<file path="src/rtl/lsu_pkg.sv">
// rtl/lsu_pkg.sv - load queue entry type and default depth constants
package lsu_pkg;

   localparam int LDQ_ENTRIES_DEF = 8;
   localparam int SDQ_ENTRIES_DEF = 8;
   localparam int ADDR_W_DEF      = 32;
   localparam int SDQ_MARK_W      = $clog2(SDQ_ENTRIES_DEF) + 1;

   // Entry fields are sized by the package defaults; the queue parameters default to the same values
   typedef struct packed {
      logic                  valid;
      logic                  addr_valid;
      logic                  issued;
      logic                  done;
      logic [ADDR_W_DEF-1:0] addr;
      logic [SDQ_MARK_W-1:0] sdq_marker;
   } ldq_entry_t;

endpackage

</file>
<file path="src/rtl/ldq_age_picker.sv">
// rtl/ldq_age_picker.sv - oldest eligible slot finder, scanning from head with wrap
module ldq_age_picker #(
   parameter int N = 8
) (
   input  logic [N-1:0]         elig,
   input  logic [$clog2(N)-1:0] head,
   output logic                 vld,
   output logic [$clog2(N)-1:0] idx
);

   localparam int IW = $clog2(N);

   logic [IW-1:0] cand;

   // Walk offsets from youngest to oldest so the slot nearest head wins last
   always_comb begin
      vld  = 1'b0;
      idx  = head;
      cand = '0;
      for (int k = N - 1; k >= 0; k--) begin
         cand = head + IW'(k);
         if (elig[cand]) begin
            vld = 1'b1;
            idx = cand;
         end
      end
   end

endmodule

</file>
<file path="src/rtl/load_queue.sv">
// rtl/load_queue.sv - age-ordered circular load queue; replay enabled by LDQ_REPLAY_EN
module load_queue
   import lsu_pkg::*;
#(
   parameter int LDQ_ENTRIES = LDQ_ENTRIES_DEF,
   parameter int SDQ_ENTRIES = SDQ_ENTRIES_DEF,
   parameter int ADDR_W      = ADDR_W_DEF
) (
   input  logic                           clk,
   input  logic                           rst,
   input  logic                           disp_vld,
   input  logic [$clog2(SDQ_ENTRIES):0]   disp_sdq_marker,
   output logic [$clog2(LDQ_ENTRIES)-1:0] disp_ldq_idx,
   output logic                           disp_full,
   input  logic                           exec_vld,
   input  logic [$clog2(LDQ_ENTRIES)-1:0] exec_ldq_idx,
   input  logic [ADDR_W-1:0]              exec_addr,
   output logic                           issue_vld,
   input  logic                           issue_rdy,
   output logic [$clog2(LDQ_ENTRIES)-1:0] issue_idx,
   output ldq_entry_t                     issue_entry,
   input  logic                           cmpl_vld,
   input  logic [$clog2(LDQ_ENTRIES)-1:0] cmpl_idx,
   input  logic                           replay_vld,
   input  logic [$clog2(LDQ_ENTRIES)-1:0] replay_idx,
   input  logic                           flush,
   output logic [$clog2(LDQ_ENTRIES):0]   count
);

   localparam int IW = $clog2(LDQ_ENTRIES);
   localparam int PW = IW + 1;

   ldq_entry_t             q [LDQ_ENTRIES];
   logic [PW-1:0]          head;
   logic [PW-1:0]          tail;
   logic [IW-1:0]          head_idx;
   logic [IW-1:0]          tail_idx;
   logic [LDQ_ENTRIES-1:0] elig;
   logic                   alloc;
   logic                   retire;
   logic                   issue_fire;

`ifndef LDQ_REPLAY_EN
   logic unused_replay;
   assign unused_replay = ^{replay_vld, replay_idx};
`endif

   assign head_idx     = head[IW-1:0];
   assign tail_idx     = tail[IW-1:0];
   assign count        = tail - head;
   assign disp_full    = (count == PW'(LDQ_ENTRIES));
   assign disp_ldq_idx = tail_idx;
   assign alloc        = disp_vld & ~disp_full;
   assign retire       = q[head_idx].valid & q[head_idx].done;
   assign issue_fire   = issue_vld & issue_rdy;
   assign issue_entry  = q[issue_idx];

   // Eligibility: address known and not yet sent or finished
   always_comb begin
      elig = '0;
      for (int i = 0; i < LDQ_ENTRIES; i++) begin
         elig[i] = q[i].valid & q[i].addr_valid & ~q[i].issued & ~q[i].done;
      end
   end

   ldq_age_picker #(.N(LDQ_ENTRIES)) u_picker (
      .elig (elig),
      .head (head_idx),
      .vld  (issue_vld),
      .idx  (issue_idx)
   );

   // Queue state: flush beats everything; replay is ordered after completion so it wins on the same slot
   always_ff @(posedge clk or negedge rst) begin
      if (!rst) begin
         head <= '0;
         tail <= '0;
         for (int i = 0; i < LDQ_ENTRIES; i++) q[i] <= '0;
      end else if (flush) begin
         head <= '0;
         tail <= '0;
         for (int i = 0; i < LDQ_ENTRIES; i++) q[i] <= '0;
      end else begin
         if (exec_vld && q[exec_ldq_idx].valid) begin
            q[exec_ldq_idx].addr       <= exec_addr;
            q[exec_ldq_idx].addr_valid <= 1'b1;
         end
         if (issue_fire) begin
            q[issue_idx].issued <= 1'b1;
         end
         if (cmpl_vld && q[cmpl_idx].valid && q[cmpl_idx].issued) begin
            q[cmpl_idx].done <= 1'b1;
         end
`ifdef LDQ_REPLAY_EN
         if (replay_vld && q[replay_idx].valid) begin
            q[replay_idx].issued <= 1'b0;
            q[replay_idx].done   <= 1'b0;
         end
`endif
         if (retire) begin
            q[head_idx].valid <= 1'b0;
            head              <= head + 1'b1;
         end
         if (alloc) begin
            q[tail_idx] <= '{valid: 1'b1, addr_valid: 1'b0, issued: 1'b0, done: 1'b0,
                             addr: '0, sdq_marker: disp_sdq_marker};
            tail        <= tail + 1'b1;
         end
      end
   end

endmodule

</file>
<file path="config.mk">
export PLATFORM = sky130hd
export DESIGN_NAME = load_queue
export DESIGN_NICKNAME = d
export VERILOG_FILES = /design/src/rtl/lsu_pkg.sv /design/src/rtl/ldq_age_picker.sv /design/src/rtl/load_queue.sv
export SDC_FILE = /design/constraint.sdc
export NUM_CORES = 1
export LEC_CHECK = 0
export BUFFER_PORTS_ARGS = -buffer_cell sky130_fd_sc_hd__buf_2
export CORE_MARGIN = 5
export CORE_UTILIZATION = 54
export CTS_BUF_LIST = sky130_fd_sc_hd__clkbuf_4 sky130_fd_sc_hd__clkbuf_8 sky130_fd_sc_hd__clkbuf_16
export DETAILED_ROUTE_END_ITERATION = 8
export PLACE_DENSITY = 0.8
export SKIP_CTS_REPAIR_TIMING = 1
export SLEW_MARGIN = 20
export SYNTH_ARGS = -nofsm -noshare
export SYNTH_HDL_FRONTEND = slang
export SYNTH_HIERARCHICAL = 1
export SYNTH_SLANG_ARGS = --single-unit
</file>
<file path="constraint.sdc">
create_clock -name clk -period 12.4 [get_ports clk]
set_input_delay 1.24 -clock clk [delete_from_list [all_inputs] [get_ports clk]]
set_output_delay 1.24 -clock clk [all_outputs]
set_load 0.01 [all_outputs]
</file>
After elaboration in Yosys (flattened, before gate mapping)
Cells that the tools add are included.
{"block": "totals", "reg_bits": 328, "inputBits": 53, "out_inout_bits": 52}
{"block": "op_classes", "addsub": 10, "order_cmp": 18, "eq_ne": 1, "muxes": 76, "bitwise": 49, "reduce_logical": 10}
{"op": "$mux 320", "count": 10}
{"op": "$bwmux 320", "count": 6}
{"op": "$demux 40 s3", "count": 6}
{"op": "$bmux 40 s3", "count": 4}
{"op": "$mux 40", "count": 10}
{"op": "$mux 39", "count": 1}
{"op": "$mux 38", "count": 1}
{"op": "$mux 37", "count": 1}
{"op": "$mux 36", "count": 1}
{"op": "$lt 3x4->1 const B", "count": 8}
{"op": "$and 1x1->1", "count": 27}
{"op": "$bmux 1 s3", "count": 8}
{"op": "$mux 3", "count": 8}
{"op": "$ge 4x4->1 const B", "count": 5}
{"op": "$lt 4x1->1 const B", "count": 5}
{"op": "$not 3->4", "count": 5}
{"op": "$not 1->1", "count": 17}
{"op": "$mux 1", "count": 16}
{"op": "$mux 4", "count": 4}
{"op": "$add 3x3->3 const B", "count": 4}
{"op": "$add 4x1->4 const B", "count": 2}
{"op": "$logic_and 1x1->1", "count": 8}
{"op": "$add 3x2->3 const B", "count": 2}
{"op": "$eq 4x4->1 const B", "count": 1}
{"op": "other kinds (3)", "count": 4}

Longest topological paths before layout
{"block": "depth", "word_depth": 30, "depth_mapped": 15, "depth_no_buf": 11}

By module
Netlist, hierarchy kept.
{"module": "load_queue", "n_inst": 1, "cells_per_inst": 1400, "area_per_inst_um2": 16478.3, "seq_area_each_um2": 8207.9}
{"module": "ldq_age_picker", "n_inst": 1, "cells_per_inst": 92, "area_per_inst_um2": 790.8, "seq_area_each_um2": 0.0}

Worst setup path before layout
Ideal clock, no wire load.
{"block": "synth_path", "kind": "reg2out", "startpoint": "register head[1]", "endpoint": "output port issue_entry[0] (netlist name)", "arrival_time_ps": 4002, "required_ps": 11160, "path_slack_ps": 7158, "stages_incl_launch_ff": 15, "path_buffers": 4, "cell_sequence": "dfrtp_1 > buf_2 > buf_2 > inv_2 > ha_1 > mux4_2 > mux2_2 > o31a_1 > o211ai_1 > o21ai_1 > xnor2_1 > clkbuf_1 > buf_2 > mux4_2 > mux2_2"}
{"element": "start: declaration", "line": "load_queue.sv:34", "text": "logic [PW-1:0] head;"}
{"element": "start signal: assignment", "line": "load_queue.sv:102", "text": "head <= head + 1'b1;"}
{"element": "end: declaration", "line": "load_queue.sv:21", "text": "output ldq_entry_t issue_entry,"}

==> reports/metrics.cfg <==
[status]
status=finished clean

[setup_path]
ff2ff_setup_slack_ps=7180
worstSetupPathType=reg2out
worstSetupStartpointType=register
reg2regPathDepth=12
r2r-start=q[239]
arrival_ps=6270
r2r-end=q[237]
path_max_fanout=42
crit_path_end_kind=primary output
crit_required_ps=11160

[timing]
skew_ps=14.25
rsz0062_at_grt=no
slew_headroom=0.2192
hold_viol_final=0
min_period_over_period=0.6053
fin_setup_tns_ps=0
max_slew.worst_pin.slew_ps=1161
setup_violations=0
fin_crit_ps=7506
timing.fmax_mhz=133.2
fin_hold_ws_ps=522.5
report.final.slew_viol_count=0

[place]
gp_congestion=0.8757
io_buffers=100
hpwl_um=25400

[clocking]
clk_pin_slew_worst_paths_ps=60
insertion_delay_ps=510
htreeDepth=2
clock_path_buffers=3
cts_buffers=35
clockRootBuffer=clkbuf_16
numClockSinks=328
cts_tree=done

[synth]
synthCells=1492
synth-async-reset-ratio=1.000
synth_cell_types=68
synth_area_per_cell_um2=11.57
yosys.area.top_type=dfrtp_1
yosys.area.top_type_share=0.4753
ys_ff_latch=328
synth_ff_type=dfrtp_1
synth_edf_count=0
synth_area_mm2=0.01727
yosys-top-cells-area=dfrtp_1, mux2i_1, mux4_2
syn_nets=1553
yosysWarnings=6
ys_seq_area_frac=0.4753

[route]
ant_nets=0
vias=12223
drtIter0Drc=1301
first_pass_iters=7
vias_per_cell=6.297
routed_wirelength_um=44080
routedWlPerCell_um=22.71
drc=0

[global_routing]
grt_use_total=0.2477
grt_max_degree=193
grt_pass1_vias=12587
grt_pass1_wl_um=70800
grt_antenna_before_repair=4
gr-total-overflow=0

[hold_path]
hold_depth=2
hp-class=reg2reg
hp-start=q[234]
hold_end=q[234]

[floorplan]
core_mm2=0.03156
start_util=0.5473
placement_rows=65
die-area_mm2=0.03566
fp.dieW_um=188.8
ioPinCount=105
die_y_um=188.8

[power_and_ir_drop]
ir_drop_mv=0.1026
power_density_mw_per_mm2=119.6
p_leak_nw=10.03

[run]
drv_cap=0

[finish]
area_delta_synth_final_pct=10.40
drive_gt1_frac=0.2441
nets=1575

[state kept, by name, indices dropped and copies added, names as in the netlist]
register,flops
tail,4
head,4
q,320
[synthesized netlist by cell type, types with 3 or more instances]
cell type,number
nand3_1,10
o32ai_1,8
o31ai_1,3
nor4_1,11
nand2_1,113
dfrtp_1,328
nand4_1,4
nor2_2,21
o21a_1,3
and3_1,5
nor2b_1,9
and4_1,3
a21oi_1,54
inv_2,3
ha_1,7
a211oi_1,3
nor3b_1,3
mux2i_1,272
buf_4,3
a31oi_1,5
buf_2,19
buf_1,37
mux2_2,47
buf_6,16
mux4_2,89
nand2b_1,3
xnor2_1,8
o21ai_0,4
nand3b_1,3
clkbuf_1,65
or3_1,4
nor3_1,5
inv_1,24
o21ai_1,6
or2_2,5
nor2_1,243
o31ai_4,5
[area by class of cell]
cell class | count | area [um2]
fillers | 2428 | 12490
multi-input cells | 994 | 8328
flip-flops and latches | 328 | 8208
clock buffers | 52 | 1089
repair buffers | 127 | 753.2
well taps | 402 | 503.0
inverters | 28 | 112.6
clock inverters | 7 | 63.81
diodes | 3 | 7.507
[cells in the final DEF, fill, tap and decap left out, types with 3 or more instances in the layout]
cell type / n
mux2_2: 47
clkbuf_16: 37
diode_2: 3
mux2i_1: 272
xnor2_1: 7
nand2_1: 113
nand4_1: 4
a31oi_1: 5
nor2_1: 243
clkbuf_8: 8
inv_2: 3
or2_2: 5
clkinv_2: 5
nor4_1: 11
nand2b_1: 3
nor2b_1: 9
nand3b_1: 3
or3_1: 4
o21ai_4: 4
o31ai_4: 6
nor3b_1: 3
and3_1: 5
a21oi_1: 54
buf_2: 99
nor2_2: 21
clkbuf_4: 7
o21a_1: 3
and4_1: 3
ha_1: 7
o32ai_1: 8
dfrtp_1: 328
nand3_1: 8
nor3_1: 5
buf_4: 23
o21ai_0: 4
inv_1: 24
a211oi_1: 3
mux4_2: 89
[worst max-delay path: stages (launching register included)]
cell and delay, ps:
dfrtp_1 420, inv_1 100, nor4_1 860, mux4_2 440, nor2_1 70, a211oi_1 820, o21ai_1 240, xnor2_2 170
buf_4 710, buf_4 820, mux4_2 600, mux2_2 310, buf_2 160
[worst max-delay path by stage]
stage | slack [ps] | to | cells after the start | start
6_report | 4890 | issue_entry[35] | 12 | q[239]
5_1_grt | 4370 | issue_entry[38] | 12 | q[199]
4_1_cts | 4900 | issue_entry[5] | 12 | q[239]
3_5_place_dp | 5440 | issue_entry[9] | 12 | q[239]
3_3_place_gp | 5540 | issue_entry[35] | 12 | q[199]
2_1_floorplan | 7160 | issue_entry[0] | 14 | head[1]
[report_power, final]
| part | leakage, nW | internal [mW] | switching, mW |
|---|---|---|---|
| Sequential | 4.58 | 1.08 | 0.00711 |
| Clock | 0.584 | 0.627 | 0.417 |
| Combinational | 4.87 | 0.0420 | 0.109 |
| Total | 10.0 | 1.75 | 0.534 |
[per-stage QoR]
step | area, um2 | cells | setup WS, ps | util | power [mW]
floorplan | 17270 | 1492 | 7158 | - | 1.195
finish | 19060 | 1941 | 4894 | 0.6042 | 2.280
global route | 19060 | 1939 | 4368 | 0.6040 | 2.353
detailed placement | 17870 | 1877 | 5440 | 0.5662 | 1.252
global placement | 17850 | 1876 | 5537 | 0.5658 | 1.249
CTS | 19020 | 1936 | 4895 | 0.6027 | 2.288
[cell families (layout without fill, tap and decap cells)]
logic type,after synthesis,count (layout),synth area share
AND/OR/NAND/NOR,454,454,0.1143
multiplexers,411,411,0.3073
flip-flops,328,328,0.4753
buffers and inverters,170,214,0.04709
AO/OA/AOI/OAI,111,111,0.04463
XOR/XNOR,10,10,0.005072
adder cells (fa/ha/maj),8,8,0.006231
other,0,3,0
[per-layer routing]
layer  GRT usage  vias up  wire length, um
met1      0.3490     6285            18170
met3     0.04428       98             3342
met4     0.07567        4             1202
met2      0.3978      552            21340
li1            -     5284                -
met5           0        -               27
Power figures use the tool's default switching activity.
